[src/rtl/muldiv_pkg.sv]
// Shared types and sizing for the iterative RV32M multiply/divide unit.
// Optional multiply early-out is enabled by defining MULDIV_EARLY_OUT_EN.
package muldiv_pkg;

    localparam int XLEN  = 32;
    localparam int ITERS = 32;
    localparam int CNT_W = $clog2(ITERS);

    typedef enum logic [2:0] {
        MUL    = 3'b000,
        MULH   = 3'b001,
        MULHSU = 3'b010,
        MULHU  = 3'b011,
        DIV    = 3'b100,
        DIVU   = 3'b101,
        REM    = 3'b110,
        REMU   = 3'b111
    } funct3_e;

    typedef enum logic [1:0] {
        IDLE,
        CALC,
        FIN
    } state_e;

endpackage

[src/rtl/muldiv_operand_prep.sv]
// Operand magnitudes, result sign and divide special-case detection.
// Purely combinational; evaluated on the issue cycle only.
module muldiv_operand_prep
    import muldiv_pkg::*;
(
    input  logic [2:0]      funct3,
    input  logic [XLEN-1:0] src_a,
    input  logic [XLEN-1:0] src_b,
    output logic [XLEN-1:0] mag_a,
    output logic [XLEN-1:0] mag_b,
    output logic            neg,
    output logic            div_zero,
    output logic            div_ovf
);

    logic sa_en;
    logic sb_en;
    logic sa;
    logic sb;
    logic is_div;
    logic is_rem;

    always_comb begin
        sa_en = 1'b1;
        sb_en = 1'b1;
        unique case (1'b1)
            funct3 == MULHSU: sb_en = 1'b0;
            funct3 == MULHU,
            funct3 == DIVU,
            funct3 == REMU: begin
                sa_en = 1'b0;
                sb_en = 1'b0;
            end
            default: ;
        endcase
    end

    assign is_div = funct3[2];
    assign is_rem = funct3[2] & funct3[1];
    assign sa     = sa_en & src_a[XLEN-1];
    assign sb     = sb_en & src_b[XLEN-1];
    assign mag_a  = sa ? -src_a : src_a;
    assign mag_b  = sb ? -src_b : src_b;

    // Remainder follows the dividend's sign only.
    assign neg = is_rem ? sa : (sa ^ sb);

    assign div_zero = is_div & (src_b == '0);
    assign div_ovf  = is_div & ~funct3[0]
                    & (src_a == {1'b1, {(XLEN-1){1'b0}}})
                    & (src_b == '1);

endmodule

[src/rtl/exec_muldiv_unit.sv]
// Iterative RV32M multiply/divide unit for the execute stage.
// Define MULDIV_EARLY_OUT_EN to let multiplies finish on a zero tail.
module exec_muldiv_unit
    import muldiv_pkg::*;
(
    input  logic            clk,
    input  logic            reset,
    input  logic            clear,
    input  logic            start,
    input  logic [2:0]      funct3,
    input  logic [XLEN-1:0] src_a,
    input  logic [XLEN-1:0] src_b,
    input  logic [4:0]      rd_in,
    output logic            busy,
    output logic            stall_req,
    output logic            done,
    output logic [XLEN-1:0] result,
    output logic [4:0]      rd_out
);

    localparam int W2 = 2 * XLEN;

    state_e           state;
    logic [CNT_W-1:0] cnt;
    logic [W2-1:0]    acc;
    logic [W2-1:0]    mcand;
    logic [W2-1:0]    acc_nx;
    logic [W2-1:0]    prod;
    logic [XLEN-1:0]  mplier;
    logic [XLEN-1:0]  mag_a;
    logic [XLEN-1:0]  mag_b;
    logic [XLEN-1:0]  spec_val;
    logic [XLEN-1:0]  quo_v;
    logic [XLEN-1:0]  rem_v;
    logic [XLEN-1:0]  fin_val;
    logic [XLEN:0]    rem_sh;
    logic [XLEN:0]    diff;
    logic             neg;
    logic             div_zero;
    logic             div_ovf;
    logic             special;
    logic             is_rem;
    logic             neg_q;
    logic             cls_div;
    logic             cls_hi;
    logic             cls_rem;
    logic             spec_q;
    logic             early;
    logic             last;
    logic [4:0]       rd_q;

    muldiv_operand_prep u_prep (
        .funct3   (funct3),
        .src_a    (src_a),
        .src_b    (src_b),
        .mag_a    (mag_a),
        .mag_b    (mag_b),
        .neg      (neg),
        .div_zero (div_zero),
        .div_ovf  (div_ovf)
    );

    assign stall_req = start | busy;
    assign special   = div_zero | div_ovf;
    assign is_rem    = funct3[2] & funct3[1];

    always_comb begin
        spec_val = is_rem ? '0 : {1'b1, {(XLEN-1){1'b0}}};
        if (div_zero)
            spec_val = is_rem ? src_a : '1;
    end

    // Divide keeps {remainder, dividend/quotient} in acc.
    always_comb begin
        rem_sh = {acc[W2-1:XLEN], acc[XLEN-1]};
        diff   = rem_sh - {1'b0, mcand[XLEN-1:0]};
        acc_nx = acc + (mplier[0] ? mcand : '0);
        if (cls_div)
            acc_nx = diff[XLEN]
                   ? {rem_sh[XLEN-1:0], acc[XLEN-2:0], 1'b0}
                   : {diff[XLEN-1:0], acc[XLEN-2:0], 1'b1};
    end

    assign prod  = neg_q ? -acc : acc;
    assign quo_v = neg_q ? -acc[XLEN-1:0] : acc[XLEN-1:0];
    assign rem_v = neg_q ? -acc[W2-1:XLEN] : acc[W2-1:XLEN];

    always_comb begin
        fin_val = cls_hi ? prod[W2-1:XLEN] : prod[XLEN-1:0];
        if (cls_div)
            fin_val = cls_rem ? rem_v : quo_v;
        if (spec_q)
            fin_val = acc[XLEN-1:0];
    end

`ifdef MULDIV_EARLY_OUT_EN
    assign early = ~cls_div & ~|mplier[XLEN-1:1];
`else
    assign early = 1'b0;
`endif

    assign last = (cnt == CNT_W'(ITERS - 1)) | early;

    always_ff @(posedge clk or posedge reset) begin
        if (reset) begin
            state   <= IDLE;
            cnt     <= '0;
            busy    <= 1'b0;
            done    <= 1'b0;
            result  <= '0;
            rd_out  <= '0;
            rd_q    <= '0;
            acc     <= '0;
            mcand   <= '0;
            mplier  <= '0;
            neg_q   <= 1'b0;
            cls_div <= 1'b0;
            cls_hi  <= 1'b0;
            cls_rem <= 1'b0;
            spec_q  <= 1'b0;
        end else begin
            done <= 1'b0;
            if (clear) begin
                state <= IDLE;
                busy  <= 1'b0;
            end else begin
                unique case (state)
                    IDLE: begin
                        if (start && !busy) begin
                            busy    <= 1'b1;
                            rd_q    <= rd_in;
                            neg_q   <= neg;
                            cls_div <= funct3[2];
                            cls_hi  <= ~funct3[2] & |funct3[1:0];
                            cls_rem <= is_rem;
                            spec_q  <= special;
                            cnt     <= '0;
                            mplier  <= mag_b;
                            mcand   <= {{XLEN{1'b0}},
                                        funct3[2] ? mag_b : mag_a};
                            if (special) begin
                                state <= FIN;
                                acc   <= {{XLEN{1'b0}}, spec_val};
                            end else begin
                                state <= CALC;
                                acc   <= funct3[2]
                                       ? {{XLEN{1'b0}}, mag_a}
                                       : '0;
                            end
                        end
                    end
                    CALC: begin
                        acc    <= acc_nx;
                        mplier <= mplier >> 1;
                        cnt    <= cnt + 1'b1;
                        if (!cls_div)
                            mcand <= mcand << 1;
                        if (last)
                            state <= FIN;
                    end
                    FIN: begin
                        state  <= IDLE;
                        busy   <= 1'b0;
                        done   <= 1'b1;
                        result <= fin_val;
                        rd_out <= rd_q;
                    end
                    default: state <= IDLE;
                endcase
            end
        end
    end

endmodule

[config.mk]
export PLATFORM = sky130hd
export DESIGN_NAME = exec_muldiv_unit
export DESIGN_NICKNAME = d
export VERILOG_FILES = /design/src/rtl/muldiv_pkg.sv /design/src/rtl/muldiv_operand_prep.sv /design/src/rtl/exec_muldiv_unit.sv
export SDC_FILE = /design/constraint.sdc
export NUM_CORES = 1
export LEC_CHECK = 0
export CORE_UTILIZATION = 55
export DETAILED_ROUTE_END_ITERATION = 10
export PLACE_DENSITY = 0.74
export SYNTH_ARGS = -nofsm -noshare
export SYNTH_HDL_FRONTEND = slang
export SYNTH_SLANG_ARGS = --single-unit
[constraint.sdc]
create_clock -name clk -period 10 [get_ports clk]
set_input_delay 3 -clock clk [delete_from_list [all_inputs] [get_ports clk]]
set_output_delay 3 -clock clk [all_outputs]
set_load 0.005 [all_outputs]
==> impl_metrics.csv, run 1 <==
group,metric,value,unit
outcome,run_status,"complete, no violations",
route,wl_met2,33.7,mm
place,gp_congestion,0.975,
final_layout,final_nets,2957,
synthesis,syn_area_per_cell,7.40,um^2
sta,timing.final.crit_share,71.8,%
cts,clk_pin_slew,0.06,ns
final_layout,layout-drive-gt1-share,4.72,%
cts,cts_sinks,216,
sta,setup-violations-final,0,
route,drt_first_pass_iters,6,
grt,grt_max_degree,126,
synthesis,synth_top_area_share,26.1,%
setup_path,path_max_fanout,3,
route,highest_layer,"met4",
route,met1Wirelength,31.8,mm
synthesis,synthFlopType,"dfrtp_1",
cts,cts_setup_buffers,0,
cts,cts_tree,"yes",
floorplanning,die_h,196,um
floorplanning,io_pins,116,
cts,clock-root-buffer,"clkbuf_16",
flow_run,cap_violations,0,
sta,fin_crit,7.18,ns
sta,tns,0,ns
power,sequentialPowerShare,23.2,%
power,pwr-share-comb,63.2,%
setup_path,crit_required,7.00,ns
place,dp_hpwl,58.6,mm
cts,cts_resized,0,
synthesis,ys_warn_count,0,
synthesis,seq_area_frac_synth,26.1,%
power,p_total,7.43,mW
setup_path,critical_path.slowest_cell,"clkdlybuf4s50_1",
setup_path,critPathBufInv,2,
power,ir_drop,0.307,mV
route,vias,21689,
setup_path,cp_top_family,"buffers and inverters",
sta,skew,0.0122,ns
route,wl_met3,7.80,mm
final_layout,final_area,0.0230,mm^2
setup_path,worstSetupPathType,"input pin to output port",
cts,h-tree-depth,1,
worst_hold_path,min-delay-path-class,"flip-flop to flip-flop",
setup_path,start_kind,"input pin",
synthesis,syn_nets,2981,
power,power.share.clock,13.6,%
power,power.density,324,mW/mm^2
floorplanning,placementRows,70,
cts,clk_path_buf_depth,3,
place,port_buffers,115,
sta,tightest_slew,1.13,ns
floorplanning,die_x,196,um
floorplanning,coreArea,0.0369,mm^2
synthesis,synth_top_area_cell,"dfrtp_1",
sta,max_freq,0.139,GHz
power,swShare,52.5,%
power,intPower,3.53,mW
power,p_leak,9.85,nW
setup_path,cp_common_cell,"clkdlybuf4s50_1",
place,place_ws,2.69,ns
route,wl_per_cell,23.5,um
grt,grt-ovfl-total,0,
floorplanning,dieArea,0.0385,mm^2
final_layout,n_fill_cell,3361,
cts,numCtsBuffers,27,
final_layout,area_growth_syn_to_layout,10.8,%
sta,timing.final.ws_setup,2.82,ns
synthesis,yosys-top-cells-area,"dfrtp_1 26%, a21oi_1 7.0%, nand2_1 6.5%",
setup_path,path_cells,"clkdlybuf4s50_1, or2_2, clkdlybuf4s50_1",
synthesis,synthArstFlopShare,100,%
floorplanning,start_util,56.2,%
sta,finalHoldViolCount,0,
grt,grt_pass1_vias,19915,
cts,clkLatencyLatePin,0.57,ns
synthesis,synth_cells,2801,
sta,slew_headroom,24.3,%
grt,grt_pass1_wl,118,mm
final_layout,layout_common_cells,"357 x nand2_1, 288 x a21oi_1, 266 x o21ai_0, 234 x nor2_1, 213 x dfrtp_1",
place,postPlaceCellArea,0.0221,mm^2
synthesis,netlist_area,0.0207,mm^2
route,first_iter_violations,2279,
sta,slew_viol_final,0,
grt,antenna_found_initial,2,
route,drc,0,
setup_path,arrival,4.18,ns
route,wirelength,77.5,mm
final_layout,layout_commonest_cell,"nand2_1",
setup_path,critPathCaptureType,"output port",
synthesis,synth-edff-count,0,
route,antenna_left,0,
power,switchingPower,3.91,mW
sta,rsz0062_at_grt,"no",
synthesis,ys_seq_elements,216,
setup_path,max_stage_delay,0.45,ns
synthesis,synthDistinctLibCells,82,
grt,grt_use_total,39.7,%
cts,hold_buffers,0,
route,viasPerCell,6.57,
## metal layers
| metal | track usage (%) | up-vias |
|---|---|---|
| met5 | 0 | - |
| met4 | 19.3 | 0 |
| met3 | 6.81 | 244 |
| met2 | 60.5 | 1166 |
| met1 | 54.5 | 10260 |
| li1 | - | 10019 |
## worst reg2reg max path: cells and delay by family (launching register included)
kind                       cells  cell delay, ns
AOI/OAI and AO/OA              9            2.90
adders and majority gates      1            0.33
DFF                            1            0.98
muxes                          1            0.26
and+or+nand+nor                1            0.31
## power groups by stage
stage	registers [mW]	clock network, mW	logic, mW
2_1_floorplan	1.43	0	3.32
3_3_place_gp	1.70	0	4.48
3_5_place_dp	1.71	0	4.56
4_1_cts	1.70	1.01	4.58
5_1_grt	1.75	1.05	5.06
6_report	1.73	1.01	4.69
## final cells by class
class                   count  area (um^2)  share of cell area (%)
flip-flops and latches    216         5410                    23.6
well taps                 504          631                    2.75
inverters                  81          312                    1.36
clock buffers              35          746                    3.25
clock inverters            13          156                   0.681
multi-input cells        2297        14300                    62.1
diodes                      2         5.00                  0.0218
repair buffers            154         1440                    6.27
## worst paths after layout
path / cells after the start / endpoint / start / slack (ns)
max reg2reg: 12 / acc[56]$_DFFE_PP0P_ / mplier[0]$_DFFE_PP0P_ / 5.12
min in group asynchronous: 2 / result[29]$_DFFE_PP0P_ / reset / 2.93
min reg2reg: 2 / rd_out[4]$_DFFE_PP0P_ / rd_q[4]$_DFFE_PP0P_ / 0.47
max in group asynchronous: 3 / neg_q$_DFFE_PP0P_ / reset / 5.68
min: 2 / rd_out[4]$_DFFE_PP0P_ / rd_q[4]$_DFFE_PP0P_ / 0.47
max: 3 / stall_req / start / 2.82
## registers in the layout, indices dropped and copies added, names as in the netlist
register  cells
acc          64
mcand        64
mplier       32
result       32
cnt           5
rd_out        5
rd_q          5
state         2
busy          1
cls_div       1
cls_hi        1
cls_rem       1
done          1
neg_q         1
spec_q        1
## cells in the mapped netlist, types with 75 or more instances
master    instances
inv_1            80
dfrtp_1         216
nor2_1          235
nand2_1         358
ha_1            102
clkbuf_1        178
a21oi_1         288
and2_1           75
xnor2_1         138
o21ai_0         267
a211oi_1         76
xor2_1           87
## per-stage QoR
stage	std cells	util, %	hold WS (ns)
after floorplan	2801	-	0.439
after global placement	3252	59.8	0.446
after detailed placement	3252	59.8	0.453
after CTS	3300	62.3	0.471
after global routing	3300	62.3	0.489
final	3302	62.3	0.471
## cells by family after synthesis
logic type,Yosys count,share of synthesized area [%]
adders and majority gates,104,6.35
buffers and inverters,288,5.32
muxes,43,2.17
DFF,216,26.1
xor gates and xnor gates,225,9.51
AOI/OAI and AO/OA,959,28.6
and+or+nand+nor,966,21.9
Power figures use the tool's default switching activity.
==> inputs of run 2 (changes only) <==
==> constraint.sdc (replaced) <==
create_clock -name clk -period 7.2 [get_ports clk]
set_input_delay 2.16 -clock clk [delete_from_list [all_inputs] [get_ports clk]]
set_output_delay 2.16 -clock clk [all_outputs]
set_load 0.005 [all_outputs]
==> run 2 against run 1 <==
  * Combinational power rose by 38%
  * Routed wire length increased by 2.1%
  * Flip-flop and latch count is the same
  * Critical path depth rose by 8
  * First-iteration DRC count grew 6.0%
  * Clock skew about the same
  * Sequential power is 42% higher
  * Largest power group unchanged
==> impl_metrics.csv, run 2 (same netlist as run 1, synthesis figures left out) <==
group,metric,value,unit
sta,skew,0.0126,ns
worst_hold_path,holdPathEnd,"rd_out[1]$_DFFE_PP0P_",
place,gp_congestion,1.09,
grt,grt_pass1_wl,120,mm
power,pwr-share-comb,61.9,%
cts,numCtsBuffers,27,
setup_path,reg2reg_from,"mplier[0]$_DFFE_PP0P_",
floorplanning,coreArea,0.0369,mm^2
route,wl_per_cell,23.9,um
sta,setup-violations-final,0,
outcome,run_status,"complete, no violations",
setup_path,start_kind,"input pin",
setup_path,reg2reg_slack,2.17,ns
cts,clkLatencyLatePin,0.59,ns
sta,finalHoldViolCount,0,
cts,cts_tree,"yes",
place,dp_hpwl,59.1,mm
final_layout,final_nets,2959,
route,wirelength,79.1,mm
final_layout,n_antenna_cell,0,
power,power.density,454,mW/mm^2
final_layout,layout-drive-gt1-share,4.86,%
route,viasPerCell,6.59,
power,intPower,4.99,mW
route,first_iter_violations,2416,
flow_run,cap_violations,0,
place,port_buffers,115,
grt,grt_use_total,40.5,%
sta,slew_viol_final,0,
setup_path,critPathCaptureType,"flip-flop",
power,ir_drop,0.317,mV
sta,timing.final.ws_setup,1.36,ns
worst_hold_path,min-delay-path-class,"flip-flop to flip-flop",
route,drt_first_pass_iters,6,
place,place_ws,0.891,ns
setup_path,path_max_fanout,12,
route,drc,0,
floorplanning,placementRows,70,
sta,slew_headroom,20.2,%
sta,max_freq,0.171,GHz
cts,h-tree-depth,1,
final_layout,layout_common_cells,"357 x nand2_1, 288 x a21oi_1, 266 x o21ai_0, 234 x nor2_1, 213 x dfrtp_1",
cts,clk_path_buf_depth,3,
cts,cts_resized,0,
place,dp.cells,3254,
setup_path,r2r_cells,13,
power,sequentialPowerShare,23.4,%
sta,tightest_slew,1.19,ns
worst_hold_path,hold_depth,2,
final_layout,top_regs,"acc: 64 flops, mcand: 64 flops",
grt,grt_max_degree,132,
grt,antenna_found_initial,4,
cts,cts_sinks,216,
setup_path,r2r_end,"acc[56]$_DFFE_PP0P_",
cts,hold_buffers,0,
cts,clock-root-buffer,"clkbuf_16",
power,switchingPower,5.46,mW
worst_hold_path,min_from,"rd_q[1]$_DFFE_PP0P_",
sta,tns,0,ns
setup_path,worstSetupPathType,"input pin to flip-flop",
setup_path,startpoint,"src_b[10]",
power,swShare,52.3,%
floorplanning,die_x,196,um
power,p_leak,9.89,nW
cts,cts_setup_buffers,0,
route,vias,21752,
setup_path,arrival,6.35,ns
floorplanning,dieArea,0.0385,mm^2
grt,grt_pass1_vias,19974,
sta,rsz0062_at_grt,"no",
power,power.share.clock,14.7,%
grt,grt-ovfl-total,0,
final_layout,area_growth_syn_to_layout,11.2,%
sta,timing.final.crit_share,81.1,%
setup_path,crit_required,7.71,ns
floorplanning,die_h,196,um
final_layout,layout_commonest_cell,"nand2_1",
route,antenna_left,0,
final_layout,finalNonFillerCells,3303,
sta,fin_crit,5.84,ns
cts,clk_pin_slew,0.06,ns
floorplanning,io_pins,116,
floorplanning,start_util,56.2,%
-- run 2: cell count changes in the layout (fill, tap and decap cells not counted), sizes merged --
cell,before,now
diode,2,0
clkinvlp,2,3
clkbuf,35,33
inv,83,82
bufinv,3,6
buf,40,42
-- run 2: worst max-delay path: stages --
cell and delay (ns):
clkdlybuf4s50_1 0.50, or4_1 0.61, nor4_1 0.53, and4b_1 0.40, nand2_1 0.15, nor4bb_4 0.77
a21o_1 0.56, or2_2 0.25, a221o_1 0.13, o221ai_1 0.10, a21oi_1 0.17
-- run 2: routing by layer --
layer | GRT usage [%] | routed length (um) | vias to the layer above
li1 | - | - | 10005
met1 | 54.9 | 32100 | 10250
met2 | 61.3 | 34100 | 1245
met3 | 6.88 | 8050 | 252
met4 | 22.4 | 4790 | 0
met5 | 0 | 0 | -
-- run 2: layout make-up --
cell class                      instances  area [um^2]
Multi-Input combinational cell       2297        14300
Tap cell                              504          631
Timing Repair Buffer                  156         1470
Sequential cell                       216         5410
Fill cell                            3371        13800
Clock inverter                         16          246
Inverter                               81          308
Clock buffer                           33          728
-- run 2: power by group through the flow --
stage | combinational, mW | clock (mW) | sequential, mW
6_report | 6.47 | 1.53 | 2.45
5_1_grt | 6.99 | 1.59 | 2.48
4_1_cts | 6.31 | 1.54 | 2.41
3_5_place_dp | 6.28 | 0 | 2.43
3_3_place_gp | 6.18 | 0 | 2.41
2_1_floorplan | 4.61 | 0 | 1.99
-- run 2: worst max path at each step --
stage               slack, ns                   to
finish                   1.36  acc[28]$_DFFE_PP0P_
global route             1.21  acc[28]$_DFFE_PP0P_
detailed placement       0.89  acc[28]$_DFFE_PP0P_
CTS                      1.49  acc[28]$_DFFE_PP0P_
floorplan                2.23   acc[0]$_DFFE_PP0P_
global placement         0.97  acc[28]$_DFFE_PP0P_
-- run 2: stage by stage --
| stage | hold WS, ns | utilization (%) | area, um^2 | total power [mW] |
|---|---|---|---|---|
| after global placement | 0.445 | 59.9 | 22100 | 8.59 |
| after floorplan | 0.439 | - | 20700 | 6.60 |
| after detailed placement | 0.456 | 59.9 | 22100 | 8.71 |
| after CTS | 0.471 | 62.5 | 23100 | 10.3 |
| final | 0.469 | 62.5 | 23100 | 10.5 |
| after global routing | 0.490 | 62.5 | 23100 | 11.1 |
